$ cat config.mk
export PLATFORM = sky130hd
export DESIGN_NAME = keypad_scanner_flat
export DESIGN_NICKNAME = d
export VERILOG_FILES = /design/src/rtl/keypad_pkg.sv /design/src/rtl/keypad_scanner_if.sv /design/src/rtl/keypad_col_sync.sv /design/src/rtl/keypad_scanner.sv /design/src/flat_wrapper.sv
export SDC_FILE = /design/constraint.sdc
export NUM_CORES = 1
export LEC_CHECK = 0
export ABC_AREA = 1
export CAP_MARGIN = 15
export CORE_AREA = 2 2 66 99
export DETAILED_ROUTE_END_ITERATION = 16
export DIE_AREA = 0 0 68 101
export DONT_BUFFER_PORTS = 1
export PLACE_DENSITY = 0.64
export SKIP_CTS_REPAIR_TIMING = 1
export SLEW_MARGIN = 0
export SYNTH_ARGS = -nofsm -noshare
export SYNTH_HDL_FRONTEND = slang
export SYNTH_SLANG_ARGS = --single-unit
$ cat constraint.sdc
create_clock -name clk -period 2.3 [get_ports clk]
set_input_delay 0.115 -clock clk [delete_from_list [all_inputs] [get_ports clk]]
set_output_delay 0.115 -clock clk [all_outputs]
set_load 0.005 [all_outputs]
$ cat src/rtl/keypad_pkg.sv
// Shared keypad constants, scanner state encoding and key decode helpers.
// The management FSM imports the same KEY_* codes.
package keypad_pkg;

   localparam int unsigned KP_ROWS = 4;
   localparam int unsigned KP_COLS = 3;

   localparam logic [3:0] KEY_NONE = 4'hF;
   localparam logic [3:0] KEY_STAR = 4'hA;
   localparam logic [3:0] KEY_HASH = 4'hB;

   typedef enum logic [1:0] {
      ST_SCAN     = 2'd0,
      ST_DEBOUNCE = 2'd1,
      ST_PRESSED  = 2'd2,
      ST_RELEASE  = 2'd3
   } kp_state_e;

   // Rows 0-2 hold digits 1-9 in reading order; row 3 is * 0 #.
   function automatic logic [3:0] key_decode(input logic [1:0] row, input logic [1:0] col);
      logic [3:0] code;
      code = KEY_NONE;
      if (row == 2'd3) begin
         case (col)
            2'd0:    code = KEY_STAR;
            2'd1:    code = 4'd0;
            default: code = KEY_HASH;
         endcase
      end else begin
         code = {2'b00, row} * 4'd3 + {2'b00, col} + 4'd1;
      end
      return code;
   endfunction

   // Lowest-index active-low column; caller guarantees at least one is active.
   function automatic logic [1:0] lowest_col(input logic [2:0] col_s);
      logic [1:0] idx;
      idx = 2'd2;
      if (!col_s[0])      idx = 2'd0;
      else if (!col_s[1]) idx = 2'd1;
      return idx;
   endfunction

   function automatic logic [3:0] row_drive(input logic [1:0] row);
      return ~(4'b0001 << row);
   endfunction

endpackage

$ cat src/rtl/keypad_scanner_if.sv
// Keypad pin side and decoded-key side of the scanner, bundled as one port.
interface keypad_scanner_if;
   logic [2:0] col_n;
   logic [3:0] row_n;
   logic [3:0] key_code;
   logic       key_valid;
   logic       key_strobe;

   modport master (
      input  col_n,
      output row_n, key_code, key_valid, key_strobe
   );

   modport slave (
      output col_n,
      input  row_n, key_code, key_valid, key_strobe
   );
endinterface

$ cat src/rtl/keypad_col_sync.sv
// Two-flop synchroniser for the asynchronous active-low column inputs.
module keypad_col_sync (
   input  logic       clk,
   input  logic       RST,
   input  logic [2:0] col_n_i,
   output logic [2:0] col_s_o
);
   logic [2:0] meta_q;
   logic [2:0] sync_q;

   always_ff @(posedge clk) begin
      if (RST) begin
         meta_q <= 3'b111;
         sync_q <= 3'b111;
      end else begin
         meta_q <= col_n_i;
         sync_q <= meta_q;
      end
   end

   assign col_s_o = sync_q;
endmodule

$ cat src/rtl/keypad_scanner.sv
// 4x3 keypad scanner: row scan, column debounce, key encode with press strobe.
module keypad_scanner
   import keypad_pkg::*;
#(
   parameter int unsigned SCAN_DIV     = 1000,
   parameter int unsigned DEBOUNCE_CYC = 20000
) (
   input  logic        clk,
   input  logic        RST,
   keypad_scanner_if.master kp
);
   localparam int unsigned DIV_W = $clog2(SCAN_DIV);
   localparam int unsigned DEB_W = $clog2(DEBOUNCE_CYC);
   localparam logic [DIV_W-1:0] DIV_LAST = DIV_W'(SCAN_DIV - 1);
   localparam logic [DEB_W-1:0] DEB_LAST = DEB_W'(DEBOUNCE_CYC - 1);

   kp_state_e        state_q;
   logic [DIV_W-1:0] div_cnt_q;
   logic [DEB_W-1:0] deb_cnt_q;
   logic [1:0]       row_q;
   logic [1:0]       col_q;
   logic [3:0]       row_n_q;
   logic [3:0]       key_code_q;
   logic             key_valid_q;
   logic             key_strobe_q;

   logic [2:0]       col_s;
   logic [1:0]       row_nxt_c;
   logic             col_hit_c;

   keypad_col_sync u_col_sync (
      .clk     (clk),
      .RST     (RST),
      .col_n_i (kp.col_n),
      .col_s_o (col_s)
   );

   assign row_nxt_c = row_q + 2'd1;

   always_comb begin
      col_hit_c = 1'b0;
      case (col_q)
         2'd0:    col_hit_c = ~col_s[0];
         2'd1:    col_hit_c = ~col_s[1];
         default: col_hit_c = ~col_s[2];
      endcase
   end

   // Every state change clears the counters, so they never need to saturate.
   always_ff @(posedge clk) begin
      if (RST) begin
         state_q      <= ST_SCAN;
         div_cnt_q    <= '0;
         deb_cnt_q    <= '0;
         row_q        <= 2'd0;
         col_q        <= 2'd0;
         row_n_q      <= 4'b1110;
         key_code_q   <= KEY_NONE;
         key_valid_q  <= 1'b0;
         key_strobe_q <= 1'b0;
      end else begin
         key_strobe_q <= 1'b0;
         case (state_q)
            ST_SCAN: begin
               if (div_cnt_q == DIV_LAST) begin
                  div_cnt_q <= '0;
                  if (col_s != 3'b111) begin
                     col_q     <= lowest_col(col_s);
                     deb_cnt_q <= '0;
                     state_q   <= ST_DEBOUNCE;
                  end else begin
                     row_q   <= row_nxt_c;
                     row_n_q <= row_drive(row_nxt_c);
                  end
               end else begin
                  div_cnt_q <= div_cnt_q + DIV_W'(1);
               end
            end
            ST_DEBOUNCE: begin
               if (!col_hit_c) begin
                  state_q   <= ST_SCAN;
                  div_cnt_q <= '0;
                  deb_cnt_q <= '0;
                  row_q     <= row_nxt_c;
                  row_n_q   <= row_drive(row_nxt_c);
               end else if (deb_cnt_q == DEB_LAST) begin
                  state_q      <= ST_PRESSED;
                  deb_cnt_q    <= '0;
                  key_code_q   <= key_decode(row_q, col_q);
                  key_valid_q  <= 1'b1;
                  key_strobe_q <= 1'b1;
               end else begin
                  deb_cnt_q <= deb_cnt_q + DEB_W'(1);
               end
            end
            ST_PRESSED: begin
               if (!col_hit_c) begin
                  state_q   <= ST_RELEASE;
                  deb_cnt_q <= '0;
               end
            end
            ST_RELEASE: begin
               // A contact returning mid-release resumes the held key silently.
               if (col_hit_c) begin
                  state_q   <= ST_PRESSED;
                  deb_cnt_q <= '0;
               end else if (deb_cnt_q == DEB_LAST) begin
                  state_q     <= ST_SCAN;
                  div_cnt_q   <= '0;
                  deb_cnt_q   <= '0;
                  key_code_q  <= KEY_NONE;
                  key_valid_q <= 1'b0;
                  row_q       <= row_nxt_c;
                  row_n_q     <= row_drive(row_nxt_c);
               end else begin
                  deb_cnt_q <= deb_cnt_q + DEB_W'(1);
               end
            end
            default: state_q <= ST_SCAN;
         endcase
      end
   end

   assign kp.row_n      = row_n_q;
   assign kp.key_code   = key_code_q;
   assign kp.key_valid  = key_valid_q;
   assign kp.key_strobe = key_strobe_q;
endmodule
$ cat src/flat_wrapper.sv
// flat-port wrapper written by rule: the top's interface ports become plain ports
module keypad_scanner_flat import keypad_pkg::*;
#(
   parameter int unsigned SCAN_DIV     = 1000,
   parameter int unsigned DEBOUNCE_CYC = 20000
)
  (clk, RST, kp_col_n, kp_row_n, kp_key_code, kp_key_valid, kp_key_strobe);
  keypad_scanner_if kp_i ();
  input  logic clk;
  input  logic RST;
  input wire logic [$bits(kp_i.col_n)-1:0] kp_col_n;
  output wire logic [$bits(kp_i.row_n)-1:0] kp_row_n;
  output wire logic [$bits(kp_i.key_code)-1:0] kp_key_code;
  output wire logic [$bits(kp_i.key_valid)-1:0] kp_key_valid;
  output wire logic [$bits(kp_i.key_strobe)-1:0] kp_key_strobe;
  assign kp_i.col_n = kp_col_n;
  assign kp_row_n = kp_i.row_n;
  assign kp_key_code = kp_i.key_code;
  assign kp_key_valid = kp_i.key_valid;
  assign kp_key_strobe = kp_i.key_strobe;
  keypad_scanner #(.SCAN_DIV(SCAN_DIV), .DEBOUNCE_CYC(DEBOUNCE_CYC)) u_core (.clk(clk), .RST(RST), .kp(kp_i));
endmodule
==> results.json, run 1 <==
{
  "status": "finished, final reports clean",
  "rsz0062_at_grt": "false",
  "synth_async_sr_flop_share": 0,
  "path_delay_family": "adder cells",
  "fin_crit_ps": 1920,
  "path_clk_slew_ps": 100,
  "clkSinkCount": 47,
  "synthCells": 381,
  "num_rows": 35,
  "worstSetupPathType": "register to register",
  "path_depth": 6,
  "synthMuxAreaShare": 0,
  "detail-route-antenna-nets": 0,
  "hold_start": "RST",
  "p_per_area_nw_per_um2": 526,
  "critPathBufInv": 0,
  "synthSimpleGateAreaFrac": 0.405,
  "cts-root-buf": "clkbuf_8",
  "cp.required_ps": 2490,
  "synth_area_leaders": "dfxtp_1, nand2_1, nand3_1, nor2_1, inv_1",
  "hp-class": "primary input to register",
  "synthAdderAreaFrac": 0.0578,
  "grt_max_degree": 25,
  "grt_pass1_vias": 2194,
  "worstReg2RegEnd": "u_core.kp.key_code[1]",
  "cts_tree": "built",
  "post_drt_wl_per_cell_um": 12.7,
  "die_height_um": 101,
  "power_mw": 1.51,
  "synth_area_um2": 2640,
  "first_pass_iters": 4,
  "setup_tns_ps": 0,
  "layout-drive-gt1-share": 0.0951,
  "maxCapViolations": 0,
  "ys_seq_elements": 47,
  "start_util": 0.437,
  "cp_slowest_cell": "fa_1",
  "drc_errors": 0,
  "die_x_um": 68,
  "synthTopCellsByCount": "nand2_1, nand3_1, dfxtp_1",
  "drv_slew": 0,
  "reg2reg_slack_ps": 380,
  "postLayoutCoreUtil": 0.476,
  "viasPerCell": 5.11,
  "tightestPinTransition_ps": 811,
  "synth-seq-area-share": 0.356,
  "cp_common_cell": "nand2_1",
  "fin_nets": 404,
  "globalRouteTotalUtil": 0.189,
  "synth_top_area_share": 0.356,
  "synth_top_family_by_area": "simple AND/OR/NAND/NOR gates",
  "ios": 15,
  "critPathLaunchType": "register",
  "syn_to_final_growth_pct": 8.86,
  "min_to": "u_core.kp.key_code[1]",
  "die_area_um2": 6870,
  "slew_headroom": 0.457,
  "rr_startpoint": "u_core.row_q[0]",
  "critPathLaunch": "u_core.row_q[0]",
  "reg2reg_depth": 6,
  "max_freq_mhz": 521,
  "antenna_cells": 0,
  "grt_pass1_wl_um": 10100,
  "place_congestion": 0.852,
  "setup_viol": 0,
  "slowest_delay_ps": 500,
  "cts_max_path_buffers": 2,
  "synth_most_common_cell": "nand2_1",
  "yosysTopAreaCell": "dfxtp_1",
  "ys_warn_count": 0,
  "grt_overflow": 0,
  "post-route-period-util": 0.835,
  "synth-main-ff-cell": "dfxtp_1",
  "worst_hold_slack_ps": 182,
  "hold_depth": 2,
  "insertion_delay_ps": 310,
  "portBuffers": 0,
  "finalHoldViolCount": 0,
  "critPathCaptureType": "register",
  "synth_xor_area_frac": 0.0166,
  "place.detailed.hpwl_um": 4480,
  "postSynthAreaPerCell_um2": 6.93,
  "routed_wl_um": 5900,
  "critPathArrivalTime_ps": 2110,
  "synth_compound_area_frac": 0.0843,
  "clock_skew_ps": 12.7,
  "drtIter0Drc": 94,
  "htreeDepth": 2,
  "antenna_found_initial": 0,
  "yosysUniqueCellTypes": 36,
  "leakage_nw": 1.24,
  "cts_made_buffers": 5,
  "num_vias": 2364,
  "ir_drop_mv": 0.272,
  "synth_nets": 397,
  "crit_fanout": 7,
  "worstPathCellList": "fa_1 > fa_1 > nand2_1 > nand2_1 > o22ai_1 > nand2_1",
  "synth_edf_count": 0,
  "core_um2": 6040
}
==> cell families after synthesis <==
kind of cell / after synthesis
compound gates: 41
xor+xnor: 5
fa+ha+maj: 11
buf+inv: 51
flops: 47
simple gates: 226
==> flip-flops by register name, summed over array words and instances, names as in the netlist, named ones only <==
signal / flops
u_core.u_col_sync.meta_q: 3
u_core.div_cnt_q: 10
u_core.kp.key_code: 4
u_core.kp.row_n: 4
u_core.deb_cnt_q: 15
u_core.col_q: 2
u_core.state_q: 1
u_core.u_col_sync.col_s_o: 3
u_core.kp.key_strobe: 1
u_core.kp.key_valid: 1
u_core.row_q: 2
==> per-stage QoR <==
| stage | worst slack (ps) | cell area [um2] | cells |
|---|---|---|---|
| global route | 164 | 2880 | 463 |
| CTS | 381 | 2840 | 459 |
| finish | 380 | 2880 | 463 |
| floorplan | 496 | 2640 | 381 |
| detailed placement | 394 | 2720 | 451 |
| global placement | 424 | 2720 | 451 |
==> layout make-up <==
| type | instances | area, um2 |
|---|---|---|
| Tap cell | 74 | 92.6 |
| Timing Repair Buffer | 9 | 77.6 |
| Clock buffer | 5 | 68.8 |
| Multi-Input combinational cell | 283 | 1490 |
| Clock inverter | 3 | 47.5 |
| Fill cell | 652 | 3170 |
| Inverter | 42 | 158 |
| Sequential cell | 47 | 941 |
==> worst max path at each step <==
stage	to	slack (ps)
global route	u_core.deb_cnt_q[3]	160
detailed placement	u_core.kp.key_code[1]	390
floorplan	u_core.kp.key_code[1]	500
global placement	u_core.deb_cnt_q[3]	420
finish	u_core.kp.key_code[1]	380
CTS	u_core.kp.row_n[2]	380
==> layer usage <==
| metal | wire [um] | GRT usage |
|---|---|---|
| met5 | 0 | 0 |
| met4 | 58 | 0.0508 |
| met3 | 178 | 0.0324 |
| met2 | 3150 | 0.335 |
| met1 | 2520 | 0.229 |
==> layout by cell type (no fill, tap or decap), types with 2 or more instances in the layout <==
| master | synthesis | final |
|---|---|---|
| a31oi_1 | 3 | 3 |
| nand3b_1 | 3 | 3 |
| nand4_1 | 11 | 11 |
| nor2_4 | 2 | 2 |
| ha_1 | 9 | 9 |
| nand2_4 | 3 | 3 |
| xor2_1 | 2 | 2 |
| xnor2_1 | 3 | 3 |
| o21ai_1 | 2 | 2 |
| a211oi_1 | 2 | 2 |
| buf_4 | 2 | 5 |
| dlygate4sd3_1 | 0 | 4 |
| a21oi_1 | 22 | 22 |
| dfxtp_1 | 47 | 47 |
| nand2_2 | 4 | 4 |
| or2_0 | 3 | 3 |
| fa_1 | 2 | 2 |
| nand2_1 | 89 | 89 |
| or2_2 | 6 | 6 |
| nor2_1 | 43 | 43 |
| nor3_1 | 4 | 4 |
| nor2_2 | 4 | 4 |
| o21bai_1 | 2 | 2 |
| inv_2 | 3 | 3 |
| nand3_1 | 50 | 50 |
| clkbuf_8 | 0 | 5 |
| inv_1 | 38 | 38 |
| o21ai_0 | 8 | 8 |
==> report_power, final <==
part | switching (mW) | internal, mW
combinational | 0.0301 | 0.0179
clock | 0.305 | 0.330
sequential | 0.00843 | 0.822
Note: power is estimated with default switching activity, not from simulation.
==> inputs of run 2 (changes only) <==
--- a/config.mk
+++ b/config.mk
@@ -11,7 +11,7 @@
 export DETAILED_ROUTE_END_ITERATION = 16
 export DIE_AREA = 0 0 68 101
 export DONT_BUFFER_PORTS = 1
-export PLACE_DENSITY = 0.64
+export PLACE_DENSITY = 0.67
 export SKIP_CTS_REPAIR_TIMING = 1
 export SLEW_MARGIN = 0
 export SYNTH_ARGS = -nofsm -noshare
==> constraint.sdc (replaced) <==
create_clock -name clk -period 1.7 [get_ports clk]
set_input_delay 0.085 -clock clk [delete_from_list [all_inputs] [get_ports clk]]
set_output_delay 0.085 -clock clk [all_outputs]
set_load 0.005 [all_outputs]
==> results.json, run 2 (synthesis gave the netlist of run 1 again) <==
{
  "status": "complete, but fails checks",
  "failed_checks": "negative setup slack",
  "ir_drop_mv": 0.690,
  "fin_crit_ps": 1770,
  "max_freq_mhz": 565,
  "antenna_found_initial": 0,
  "cts_made_buffers": 5,
  "routed_wl_um": 6650,
  "place_congestion": 0.853,
  "reg2reg_slack_ps": -70,
  "clkSinkCount": 47,
  "cts-root-buf": "clkbuf_8",
  "switching_share": 0.218,
  "fin_ws_ps": -69.3,
  "hold_start": "RST",
  "grt_overflow": 0,
  "ios": 15,
  "post_drt_wl_per_cell_um": 13.3,
  "cp_common_cell": "nand2_1",
  "p_per_area_nw_per_um2": 634,
  "leakage_nw": 1.49,
  "insertion_delay_ps": 310,
  "post-route-period-util": 1.04,
  "top_regs": "u_core.deb_cnt_q (15), u_core.div_cnt_q (10)",
  "slew_headroom": 0.441,
  "rsz0062_at_grt": "true",
  "crit_fanout": 2,
  "globalRouteMet3Util": 0.0346,
  "critPathCaptureType": "register",
  "htreeDepth": 2,
  "antenna_cells": 0,
  "grt_max_degree": 25,
  "drc_errors": 0,
  "die_area_um2": 6870,
  "start_util": 0.437,
  "path_clk_slew_ps": 90,
  "cts_max_path_buffers": 2,
  "detail-route-antenna-nets": 0,
  "worstReg2RegEnd": "u_core.kp.key_code[1]",
  "maxCapViolations": 0,
  "clkPwrFrac": 0.434,
  "critPathLaunchType": "register",
  "gr-usage-met1": 0.217,
  "grt.busiest_layer": "met2",
  "reg2reg_depth": 6,
  "fin_area_um2": 3390,
  "hp-class": "primary input to register",
  "slowest_delay_ps": 580,
  "combPwrFrac": 0.044,
  "top_register": "u_core.deb_cnt_q",
  "clock_skew_ps": 7.05,
  "tightestPinTransition_ps": 835,
  "p_sw_uw": 467,
  "first_pass_iters": 4,
  "finalHoldViolCount": 0,
  "pwr-share-seq": 0.522,
  "cp_slowest_cell": "fa_1",
  "largest_register_ffs": 15,
  "drtIter0Drc": 107,
  "grtUsageMet2": 0.350,
  "worstSetupPathType": "register to register",
  "num_vias": 2612,
  "critPathArrivalTime_ps": 1970,
  "cp.required_ps": 1900,
  "syn_to_final_growth_pct": 28.3,
  "rr_startpoint": "u_core.row_q[1]",
  "fin_nets": 443,
  "final_common_cell": "nand2_1",
  "viasPerCell": 5.20,
  "layout-drive-gt1-share": 0.255,
  "place.detailed.hpwl_um": 4680,
  "intPower_mw": 1.68,
  "core_um2": 6040,
  "die_height_um": 101,
  "portBuffers": 0,
  "final_cell_mix": "nand2_1, nand3_1, nor2_1",
  "drv_slew": 0,
  "worst_hold_slack_ps": 137,
  "worstPathCellList": "fa_1 > fa_1 > nand2_1 > nand2_1 > o22ai_2 > nand2_1",
  "critPathLaunch": "u_core.row_q[1]",
  "postLayoutCoreUtil": 0.561,
  "cts_tree": "built",
  "num_rows": 35,
  "grt_pass1_vias": 2468,
  "place_area_um2": 2960,
  "die_x_um": 68,
  "setup_tns_ps": -125,
  "setup_viol": 3,
  "grt_pass1_wl_um": 10500,
  "crit_end": "u_core.kp.key_code[1]",
  "globalRouteTotalUtil": 0.196
}
==> run 2: changes by cell type in the layout (fill, tap and decap cells not counted), moves of 4 or more <==
cell	previous run	this run
nand2_2	4	10
nand2_1	89	80
nor2_4	2	6
nand3_1	50	46
nand2_4	3	7
dfxtp_1	47	36
buf_4	5	39
dfxtp_2	0	9
==> run 2: worst min-delay path by stage <==
| stage | slack [ps] | cells after the start | to |
|---|---|---|---|
| floorplan | 190 | 1 | u_core.u_col_sync.meta_q[0] |
| global placement | 160 | 1 | u_core.deb_cnt_q[6] |
| detailed placement | 160 | 1 | u_core.deb_cnt_q[4] |
| CTS | -170 | 1 | u_core.deb_cnt_q[4] |
| global route | 150 | 3 | u_core.state_q[0] |
| finish | 140 | 3 | u_core.state_q[0] |
==> run 2: layout make-up <==
cell class | instances | area, um2
inverters | 42 | 158
repair buffers | 47 | 400
clock inverters | 2 | 37.5
fillers | 573 | 2660
flip-flops and latches | 47 | 960
clock buffers | 6 | 93.8
well taps | 74 | 92.6
multi-input cells | 284 | 1650
==> run 2: power by group through the flow <==
stage / Combinational, mW / Sequential, mW / Clock [mW]
floorplan: 0.0466 / 1.14 / 0
global placement: 0.0655 / 1.14 / 0
detailed placement: 0.0659 / 1.15 / 0
CTS: 0.0666 / 1.12 / 0.947
global route: 0.106 / 1.12 / 0.989
finish: 0.0953 / 1.12 / 0.932
==> run 2: through the flow <==
stage,total power [mW],worst slack [ps],std cells
after CTS,2.13,-126,489
final,2.15,-69.3,502
after detailed placement,1.21,-119,481
after global placement,1.21,-46.5,481
after floorplan,1.19,-35.8,381
after global routing,2.22,-151,502
==> run 2: critical path: cells and delay by family, from the launching register on <==
kind	cells	cell delay, ps
adder cells (fa/ha/maj)	2	1000
AO/OA/AOI/OAI	1	140
flip-flops	1	340
AND/OR/NAND/NOR	3	190
==> run 2: layer usage <==
metal	wire, um	up-vias
met3	228	18
met1	2620	1214
li1	-	1328
met5	0	-
met2	3580	52
met4	228	0
==> inputs of run 3 (changes only) <==
--- a/config.mk
+++ b/config.mk
@@ -5,13 +5,12 @@
 export SDC_FILE = /design/constraint.sdc
 export NUM_CORES = 1
 export LEC_CHECK = 0
-export ABC_AREA = 1
 export CAP_MARGIN = 15
-export CORE_AREA = 2 2 66 99
+export CORE_AREA = 2 2 64 96
 export DETAILED_ROUTE_END_ITERATION = 16
-export DIE_AREA = 0 0 68 101
+export DIE_AREA = 0 0 66 98
 export DONT_BUFFER_PORTS = 1
-export PLACE_DENSITY = 0.67
+export PLACE_DENSITY = 0.66
 export SKIP_CTS_REPAIR_TIMING = 1
 export SLEW_MARGIN = 0
 export SYNTH_ARGS = -nofsm -noshare
==> results.json, run 3 <==
{
  "maxCapViolations": 0,
  "cts_tree": "built",
  "ios": 15,
  "grtUsageMet2": 0.309,
  "synthMuxAreaShare": 0.0221,
  "tightestPinTransition_ps": 703,
  "worstReg2RegEnd": "u_core.deb_cnt_q[11]",
  "p_sw_uw": 435,
  "grt.busiest_layer": "met2",
  "place.detailed.hpwl_um": 3920,
  "fin_nets": 344,
  "clkPwrFrac": 0.343,
  "cts_max_path_buffers": 2,
  "hold_depth": 2,
  "reg2reg_depth": 8,
  "post_drt_wl_per_cell_um": 14.1,
  "critPathArrivalTime_ps": 2260,
  "grt_overflow": 0,
  "final_cell_mix": "buf_4, dfxtp_1, nor2_1",
  "path_clk_slew_ps": 80,
  "slowest_delay_ps": 550,
  "top_regs": "u_core.deb_cnt_q (15), u_core.div_cnt_q (10)",
  "status": "complete, but fails checks",
  "globalRouteTotalUtil": 0.172,
  "crit_fanout": 6,
  "post-route-period-util": 1.22,
  "synthAdderAreaFrac": 0.0628,
  "combPwrFrac": 0.065,
  "fin_crit_ps": 2070,
  "rsz0062_at_grt": "true",
  "worstSetupPathType": "register to register",
  "synthTopCellsByCount": "dfxtp_1, nor2_1, xor2_1",
  "place_congestion": 0.822,
  "die_height_um": 98,
  "drtIter0Drc": 42,
  "drv_slew": 0,
  "yosysTopAreaCell": "dfxtp_1",
  "top_register": "u_core.deb_cnt_q",
  "crit_end": "u_core.deb_cnt_q[11]",
  "fin_ws_ps": -375,
  "globalRouteMet3Util": 0.0357,
  "synth_xor_area_frac": 0.0757,
  "die_area_um2": 6470,
  "hold_start": "RST",
  "synth_top_family_by_area": "simple AND/OR/NAND/NOR gates",
  "cts-root-buf": "clkbuf_8",
  "num_vias": 2166,
  "viasPerCell": 5.40,
  "synth-main-ff-cell": "dfxtp_1",
  "synth_edf_count": 0,
  "critPathCaptureType": "register",
  "gr-usage-met1": 0.185,
  "ys_seq_elements": 47,
  "synth_compound_area_frac": 0.179,
  "insertion_delay_ps": 300,
  "first_pass_iters": 4,
  "core_um2": 5700,
  "worst_hold_slack_ps": 13.5,
  "antenna_cells": 0,
  "synth-seq-area-share": 0.387,
  "switching_share": 0.229,
  "clock_skew_ps": 6.01,
  "synth_area_um2": 2430,
  "die_x_um": 66,
  "htreeDepth": 2,
  "place_ws_ps": -372,
  "synth_top_area_share": 0.387,
  "finalHoldViolCount": 0,
  "clkSinkCount": 47,
  "synth_area_leaders": "dfxtp_1, xor2_1, nor2_1, ha_1, nand3_1",
  "grt_pass1_wl_um": 8850,
  "drc_errors": 0,
  "largest_register_ffs": 15,
  "grt_pass1_vias": 2070,
  "layout-drive-gt1-share": 0.404,
  "intPower_mw": 1.46,
  "num_rows": 34,
  "p_per_area_nw_per_um2": 571,
  "synth_async_sr_flop_share": 0,
  "worstPathCellList": "or4_4 > buf_6 > buf_6 > nor4_4 > buf_4 > o41a_1 > buf_6 > a21oi_2",
  "synthSimpleGateAreaFrac": 0.217,
  "synth_nets": 279,
  "critPathLaunchType": "register",
  "hp-class": "primary input to register",
  "grt_max_degree": 25,
  "pwr-share-seq": 0.593,
  "rr_startpoint": "u_core.deb_cnt_q[5]",
  "cp.required_ps": 1890,
  "synthCells": 263,
  "cp_slowest_cell": "or4_4",
  "yosysUniqueCellTypes": 61,
  "leakage_nw": 1.27,
  "portBuffers": 0,
  "postSynthAreaPerCell_um2": 9.24,
  "slew_headroom": 0.530,
  "postLayoutCoreUtil": 0.583,
  "critPathLaunch": "u_core.deb_cnt_q[5]",
  "max_freq_mhz": 482,
  "start_util": 0.426,
  "failed_checks": "negative setup slack",
  "antenna_found_initial": 0,
  "cts_made_buffers": 5,
  "final_common_cell": "buf_4",
  "routed_wl_um": 5650,
  "reg2reg_slack_ps": -370,
  "ys_warn_count": 0,
  "syn_to_final_growth_pct": 36.6,
  "synth_most_common_cell": "dfxtp_1",
  "detail-route-antenna-nets": 0,
  "setup_viol": 38,
  "ir_drop_mv": 0.656,
  "cp_common_cell": "buf_6"
}
## run 3: critical path: cells and delay by family, from the launching register on
kind                   cells  cell delay, ps
flip-flops                 1             330
AO/OA/AOI/OAI              2             270
AND/OR/NAND/NOR            2             740
buffers and inverters      4             630
## run 3: power groups by stage
stage / sequential [mW] / clock (mW) / combinational (mW)
3_5_place_dp: 1.15 / 0 / 0.0914
6_report: 1.12 / 0.650 / 0.122
3_3_place_gp: 1.15 / 0 / 0.0902
5_1_grt: 1.13 / 0.718 / 0.134
2_1_floorplan: 1.15 / 0 / 0.0593
4_1_cts: 1.12 / 0.677 / 0.0921
## run 3: final cells by class
cell class / count / area, um2
inverter: 12 / 45.0
tap: 72 / 90.1
fill: 513 / 2380
sequential: 47 / 953
multi-input combinational: 192 / 1540
clock buffer: 7 / 76.3
timing repair buffer: 70 / 607
clock inverter: 1 / 5.00
## run 3: how the worst min path moves through the flow
stage,end,slack [ps]
2_1_floorplan,u_core.u_col_sync.meta_q[0],190
3_3_place_gp,u_core.row_q[0],160
3_5_place_dp,u_core.col_q[0],160
4_1_cts,u_core.row_q[1],-170
5_1_grt,u_core.deb_cnt_q[4],10
6_report,u_core.deb_cnt_q[4],10
## run 3: routing by layer
| metal | vias to the layer above | part of all wire |
|---|---|---|
| met1 | 1047 | 0.40 |
| met5 | - | 0 |
| met3 | 8 | 0.030 |
| met2 | 28 | 0.55 |
| li1 | 1083 | - |
| met4 | 0 | 0.019 |
## run 3: kinds of logic after synthesis
family,after synthesis
AOI/OAI and AO/OA,59
xor gates and xnor gates,21
adders and majority gates,11
buffers and inverters,24
DFF,47
muxes,4
and+or+nand+nor,97
## run 3: metrics by stage
stage               TNS, ps  instance area, um2  cells  power, mW
floorplan             -5970                2470    263       1.21
global placement      -6060                2910    382       1.24
detailed placement    -6420                2910    382       1.24
CTS                   -7370                2990    390       1.89
global route         -13780                3320    401       1.98
finish               -11030                3320    401       1.90
